### src/rtl/i2c_pkg.sv
// Shared types and constants for the I2C master write engine.
package i2c_pkg;

   typedef enum logic [2:0] {
      ST_IDLE,
      ST_START,
      ST_ADDR,
      ST_ACK_A,
      ST_DATA,
      ST_ACK_D,
      ST_STOP
   } state_t;

   localparam logic [1:0] PH0 = 2'd0;
   localparam logic [1:0] PH1 = 2'd1;
   localparam logic [1:0] PH2 = 2'd2;
   localparam logic [1:0] PH3 = 2'd3;

   localparam logic I2C_WRITE = 1'b0;

endpackage

### src/rtl/i2c_qtick.sv
// Quarter-period tick generator: counts 0..QDIV-1 while enabled, holds while frozen,
// and advances a 2-bit bit-phase on every tick.
module i2c_qtick
   import i2c_pkg::*;
#(
   parameter int QDIV  = 125,
   parameter int CNT_W = 8
) (
   input  logic       clk,
   input  logic       reset,
   input  logic       en,
   input  logic       freeze,
   output logic       q_tick,
   output logic [1:0] phase
);

   localparam logic [CNT_W-1:0] QMAX = CNT_W'(QDIV - 1);

   logic [CNT_W-1:0] qcnt;

   assign q_tick = en & ~freeze & (qcnt == QMAX);

   // Disabling the counter (IDLE) re-aligns the phase so every transaction starts at PH0.
   always_ff @(posedge clk) begin
      if (reset || !en) begin
         qcnt  <= '0;
         phase <= PH0;
      end else if (!freeze) begin
         if (qcnt == QMAX) begin
            qcnt  <= '0;
            phase <= phase + 2'd1;
         end else begin
            qcnt <= qcnt + 1'b1;
         end
      end
   end

endmodule

### src/rtl/i2c_master_wr.sv
// I2C master write engine: START, address + W, ACK check, streamed data bytes, STOP.
// Line enables are registered so the pads see glitch-free open-drain controls.
module i2c_master_wr
   import i2c_pkg::*;
#(
   parameter int         QDIV     = 125,
   parameter int         CNT_W    = 8,
   parameter logic [6:0] DEF_ADDR = 7'h27
) (
   input  logic       clk,
   input  logic       reset,
   input  logic       cmd_valid,
   output logic       cmd_ready,
   input  logic       cmd_addr_sel,
   input  logic [6:0] cmd_addr,
   input  logic [7:0] tx_data,
   input  logic       tx_valid,
   input  logic       tx_last,
   output logic       tx_ready,
   input  logic       sda_i,
   output logic       scl_oe,
   output logic       sda_oe,
   output logic       busy,
   output logic       done,
   output logic       nack
);

   state_t     state, state_nx;
   logic [1:0] phase;
   logic       q_tick;
   logic       bit_end;
   logic [2:0] bitcnt;
   logic [7:0] shreg;
   logic       loaded;
   logic       last_r;
   logic       nack_flag;
   logic       stall;
   logic       load;
   logic       freeze;
   logic       accept;
   logic       scl_nx;
   logic       sda_nx;

   i2c_qtick #(
      .QDIV  (QDIV),
      .CNT_W (CNT_W)
   ) u_qtick (
      .clk    (clk),
      .reset  (reset),
      .en     (state != ST_IDLE),
      .freeze (freeze),
      .q_tick (q_tick),
      .phase  (phase)
   );

   assign bit_end   = q_tick && (phase == PH3);
   assign cmd_ready = (state == ST_IDLE);
   assign busy      = (state != ST_IDLE);
   assign accept    = cmd_ready && cmd_valid;

   // Byte fetch point: first PH0 of bit 7 in DATA; SCL stays low until a byte arrives.
   assign stall    = (state == ST_DATA) && (bitcnt == 3'd7) && (phase == PH0) && !loaded;
   assign load     = stall && tx_valid;
   assign freeze   = stall && !tx_valid;
   assign tx_ready = load;

   always_comb begin
      state_nx = state;
      scl_nx   = 1'b0;
      sda_nx   = 1'b0;
      case (state)
         ST_IDLE: begin
            if (cmd_valid) state_nx = ST_START;
         end
         ST_START: begin
            sda_nx = phase[1];
            if (bit_end) state_nx = ST_ADDR;
         end
         ST_ADDR, ST_DATA: begin
            scl_nx = ~phase[1];
            sda_nx = ~shreg[7];
            if (bit_end && (bitcnt == 3'd0))
               state_nx = (state == ST_ADDR) ? ST_ACK_A : ST_ACK_D;
         end
         ST_ACK_A, ST_ACK_D: begin
            scl_nx = ~phase[1];
            if (bit_end) begin
               if (sda_i)                  state_nx = ST_STOP;
               else if (state == ST_ACK_A) state_nx = ST_DATA;
               else if (last_r)            state_nx = ST_STOP;
               else                        state_nx = ST_DATA;
            end
         end
         ST_STOP: begin
            scl_nx = (phase == PH0);
            sda_nx = (phase == PH0) || (phase == PH1);
            if (bit_end) state_nx = ST_IDLE;
         end
         default: state_nx = ST_IDLE;
      endcase
   end

   always_ff @(posedge clk) begin
      if (reset) begin
         state     <= ST_IDLE;
         bitcnt    <= 3'd7;
         loaded    <= 1'b0;
         last_r    <= 1'b0;
         nack_flag <= 1'b0;
         scl_oe    <= 1'b0;
         sda_oe    <= 1'b0;
         done      <= 1'b0;
         nack      <= 1'b0;
      end else begin
         state  <= state_nx;
         scl_oe <= scl_nx;
         sda_oe <= sda_nx;
         done   <= (state == ST_STOP) && bit_end;
         nack   <= (state == ST_STOP) && bit_end && nack_flag;

         if (accept)
            nack_flag <= 1'b0;
         else if (((state == ST_ACK_A) || (state == ST_ACK_D)) && bit_end && sda_i)
            nack_flag <= 1'b1;

         // Bit counter only rewinds on a state change.
         if (state_nx != state)
            bitcnt <= 3'd7;
         else if (bit_end && ((state == ST_ADDR) || (state == ST_DATA)))
            bitcnt <= bitcnt - 3'd1;

         if (load)
            loaded <= 1'b1;
         else if (state_nx != state)
            loaded <= 1'b0;

         if (load) last_r <= tx_last;
      end
   end

   always_ff @(posedge clk) begin
      if (accept)
         shreg <= {(cmd_addr_sel ? cmd_addr : DEF_ADDR), I2C_WRITE};
      else if (load)
         shreg <= tx_data;
      else if (bit_end && ((state == ST_ADDR) || (state == ST_DATA)))
         shreg <= {shreg[6:0], 1'b0};
   end

endmodule
### config.mk
export PLATFORM = sky130hd
export DESIGN_NAME = i2c_master_wr
export DESIGN_NICKNAME = d
export VERILOG_FILES = /design/src/rtl/i2c_pkg.sv /design/src/rtl/i2c_qtick.sv /design/src/rtl/i2c_master_wr.sv
export SDC_FILE = /design/constraint.sdc
export NUM_CORES = 1
export LEC_CHECK = 0
export CORE_UTILIZATION = 45
export CTS_CLUSTER_DIAMETER = 120
export CTS_CLUSTER_SIZE = 8
export DETAILED_ROUTE_END_ITERATION = 6
export GPL_ROUTABILITY_DRIVEN = 0
export MAX_ROUTING_LAYER = met4
export PLACE_DENSITY = 0.7
export SLEW_MARGIN = 15
export SYNTH_ARGS = -nofsm -noshare
export SYNTH_HDL_FRONTEND = slang
export SYNTH_SLANG_ARGS = --single-unit
### constraint.sdc
create_clock -name clk -period 5.7 [get_ports clk]
set_input_delay 0.855 -clock clk [delete_from_list [all_inputs] [get_ports clk]]
set_output_delay 0.855 -clock clk [all_outputs]
set_load 0.01 [all_outputs]
==> run summary <==
CRITICAL PATH
---------------------------------------------------------------------------------
Critical path's largest stage delay ................................       560 ps
Critical path start-end classification .............................    in -> out
Worst-case reg-to-reg path depth ...................................            6
Most numerous cell on the critical path ............................ sky130_fd_sc_hd__clkdlybuf4s50_1
Sequence of cells on the critical path ............................. clkdlybuf4s50_1 > nand4b_1 > nor2_1 > buf_4 > clkdlybuf4s50_1
Endpoint class of the critical path ................................  output port
Slowest CP cell .................................................... sky130_fd_sc_hd__clkdlybuf4s50_1
Worst setup SP type ................................................ primary input
Worst Path Required ................................................      4850 ps
CP max FO ..........................................................           11
Arrival @ worst endpoint ...........................................      2390 ps

PWR
---------------------------------------------------------------------------------
Pint ...............................................................       349 uW
Maximum vdd drop ...................................................       139 uV
Power density over the cells .......................................  217 mW/mm^2
Switching power total ..............................................       102 uW
Combinational Power Share ..........................................         9.0%
Leakage dissipation ................................................  0.000688 uW
Switching share of power ...........................................        22.7%
Sequential Power Share .............................................        51.9%
Power share of the clock group .....................................        39.1%
Pwr Total ..........................................................       451 uW

ROUTE
---------------------------------------------------------------------------------
Via count ..........................................................         1420
DRT iter0 DRCs .....................................................          132
DRT Wirelength .....................................................      3710 um
Number of nets with antenna violations after routing ...............            0
Number of remaining DRC errors .....................................            0
Number of vias per cell after detailed routing .....................         5.55
Number of detailed-route iterations in the first pass ..............            4
Wire length per cell ...............................................      14.5 um

FINAL LAYOUT
---------------------------------------------------------------------------------
Post-route design area ............................................. 0.00208 mm^2
Layout fillers .....................................................          302
Final std cells w/o fill ...........................................          256
Inserted Diodes ....................................................            0
Relative area change from synthesis to final layout ................        23.1%
Number of nets in the layout .......................................          239
Share of layout cells above drive strength 1 .......................        6.67%

LOGIC SYNTHESIS
---------------------------------------------------------------------------------
Yosys top cell by area ............................................. sky130_fd_sc_hd__dfxtp_1
Main flop type after synthesis ..................................... sky130_fd_sc_hd__dfxtp_1
#FFs+latches synth .................................................           31
Cells after synthesis ..............................................          182
EDFF count, synth ..................................................            7
Syn_nets ...........................................................          212
Top area cells in the synthesized netlist .......................... sky130_fd_sc_hd__dfxtp_1 (28%), sky130_fd_sc_hd__edfxtp_1 (12%), sky130_fd_sc_hd__a21oi_1 (6.2%)
Sequential-to-total area share from yosys stat .....................        40.9%
Fraction of registers with async set or reset after synthesis ......           0%
Top cell type's share of synthesized area ..........................        28.4%
Average cell area after synthesis ..................................    9.28 um^2
Count of yosys warnings during synthesis ...........................            0
Combined area of all synthesized cells ............................. 0.00169 mm^2
Most used standard cells in the synthesized netlist ................ sky130_fd_sc_hd__dfxtp_1 (24), sky130_fd_sc_hd__a21oi_1 (21), sky130_fd_sc_hd__nor2_1 (13)
Synth unique cells .................................................           49
Most common cell in the synthesized netlist ........................ sky130_fd_sc_hd__dfxtp_1

CLOCK TREE
---------------------------------------------------------------------------------
Number of clock buffers inserted by TritonCTS ......................            5
CTS max path bufs ..................................................            2
Quantity of hold-fixing buffers added after cts ....................            0
Deepest level of the CTS H-tree ....................................            2
Buffers inserted during post-CTS setup optimization ................            0
Clock latency of the later-clocked register in the worst-skew pair .       280 ps
Clk slew on worst S/H paths ........................................        60 ps
Quantity of gates resized following cts ............................            0
TritonCTS clock tree ...............................................          yes
CTS Root Cell ...................................................... sky130_fd_sc_hd__clkbuf_8
Num Clock Sinks ....................................................           31

STA
---------------------------------------------------------------------------------
Maximum clock frequency ............................................    0.308 GHz
Worst slew pin tran ................................................       483 ps
Final setup TNS ....................................................         0 ps
Clock period minus final worst setup slack .........................      3240 ps
Final number of setup-violating endpoints ..........................            0
Final hold violation count .........................................            0
Count of final max-slew check failures .............................            0
Share of the clock period used by the worst path after layout ......        56.9%
Hold slack final ...................................................       494 ps
Max Clock Skew .....................................................      6.65 ps
Headroom to the max-slew limit .....................................        67.7%
RSZ-0062 raised after global routing ...............................        false

GRT
---------------------------------------------------------------------------------
Total gr overflow ..................................................            0
Number of antenna violations at the first check in global routing ..            0
Overall fraction of global-route tracks in use .....................        21.0%
Number of global-route vias before repair ..........................         1333
First-pass GRT wire length .........................................      6270 um
Pin count of the biggest net entering global routing ...............           16

FLOORPLANNING
---------------------------------------------------------------------------------
Top-level port count ...............................................           29
Die width ..........................................................      63.3 um
Number of placement rows ...........................................           21
Total Die Area ..................................................... 0.00400 mm^2
DIE HEIGHT .........................................................      63.3 um
Initial core utilization ...........................................        48.7%
Core ar. ........................................................... 0.00347 mm^2

PLACED DESIGN
---------------------------------------------------------------------------------
Total of buffers placed on input and output ports ..................           28
Half-perimeter wire length after placement .........................      2760 um
DP Area ............................................................ 0.00199 mm^2
Inst Count DP ......................................................          248

WORST HOLD PATH
---------------------------------------------------------------------------------
Depth of the worst hold-timing path ................................            1
Class of the worst hold path .......................................   reg -> reg

FLOW RUN
---------------------------------------------------------------------------------
Number of max-capacitance violations reported ......................            0

RUN STATUS
---------------------------------------------------------------------------------
Result of the run .................................................. complete, no violations

sequential cells by signal, indices dropped and copies added (netlist names), 2 cells and up:
signal,count
u_qtick.qcnt,8
shreg,8
state,3
u_qtick.phase,2
bitcnt,3
cell families (layout without fill, tap and decap cells):
logic type / count (synthesis) / in the layout / share of synthesized area (%)
AOI/OAI and AO/OA: 49 / 49 / 18.1
adders and majority gates: 8 / 8 / 5.93
muxes: 7 / 7 / 4.15
xor gates and xnor gates: 6 / 6 / 3.11
DFF: 31 / 31 / 40.9
and+or+nand+nor: 62 / 62 / 22.9
buffers and inverters: 19 / 47 / 4.96
stage by stage:
step / setup WS (ps) / utilization [%]
after floorplan: 3510 / -
after global placement: 2490 / 57.4
after detailed placement: 2470 / 57.4
after CTS: 2460 / 60.0
after global routing: 2310 / 60.0
final: 2460 / 60.0
cells in the final DEF, fill, tap and decap left out, types with 2 or more instances in the layout:
cell                               n
sky130_fd_sc_hd__clkdlybuf4s50_1  28
sky130_fd_sc_hd__dfxtp_1          24
sky130_fd_sc_hd__a21oi_1          21
sky130_fd_sc_hd__nor2_1           13
sky130_fd_sc_hd__o21ai_0          11
sky130_fd_sc_hd__inv_1             9
sky130_fd_sc_hd__ha_1              8
sky130_fd_sc_hd__mux2i_1           7
sky130_fd_sc_hd__edfxtp_1          7
sky130_fd_sc_hd__nand2_1           6
sky130_fd_sc_hd__nor3_1            6
sky130_fd_sc_hd__clkbuf_8          6
sky130_fd_sc_hd__xor2_1            5
sky130_fd_sc_hd__nor3b_1           4
sky130_fd_sc_hd__nand4_1           4
sky130_fd_sc_hd__or3_1             4
sky130_fd_sc_hd__or2_1             3
sky130_fd_sc_hd__o2111ai_1         3
sky130_fd_sc_hd__and2_1            3
sky130_fd_sc_hd__nand3_1           3
sky130_fd_sc_hd__nand4bb_1         2
sky130_fd_sc_hd__nand4b_1          2
sky130_fd_sc_hd__o21ai_1           2
sky130_fd_sc_hd__nor4b_1           2
sky130_fd_sc_hd__nand2b_1          2
worst max-delay path, delay by kind of cell:
family / cells / cell delay, ps
buffers and inverters: 3 / 1270
AND/OR/NAND/NOR: 2 / 260
cell type report:
class | count | area, um^2 | share of cell area [%]
Sequential cell | 31 | 691 | 33.2
Inverter | 10 | 38.8 | 1.87
Timing Repair Buffer | 29 | 288 | 13.8
Clock inverter | 1 | 3.75 | 0.181
Multi-Input combinational cell | 132 | 915 | 44.0
Tap cell | 46 | 57.6 | 2.77
Clock buffer | 7 | 86.3 | 4.15
power by group through the flow:
stage	registers, uW	clock network (uW)	logic, uW
after floorplan	237	0	20.3
after global placement	239	0	38.8
after detailed placement	239	0	40.0
final	234	177	40.4
after CTS	234	181	40.3
after global routing	234	190	43.9
layer usage:
metal | up-vias | part of all wire (%) | track usage, %
met5 | - | 0 | -
met4 | 0 | 0.54 | 9.94
met3 | 2 | 4.3 | 4.35
met2 | 30 | 46 | 30.1
met1 | 665 | 50 | 28.0
li1 | 723 | - | -
final timing paths:
check / start / to / slack, ps
setup / recovery: tx_valid / tx_ready / 2460
hold / removal: nack_flag / nack / 490
setup reg to reg: u_qtick.phase[1] / shreg[6] / 3430
hold reg to reg: nack_flag / nack / 490
(Power assumes the default switching activity.)
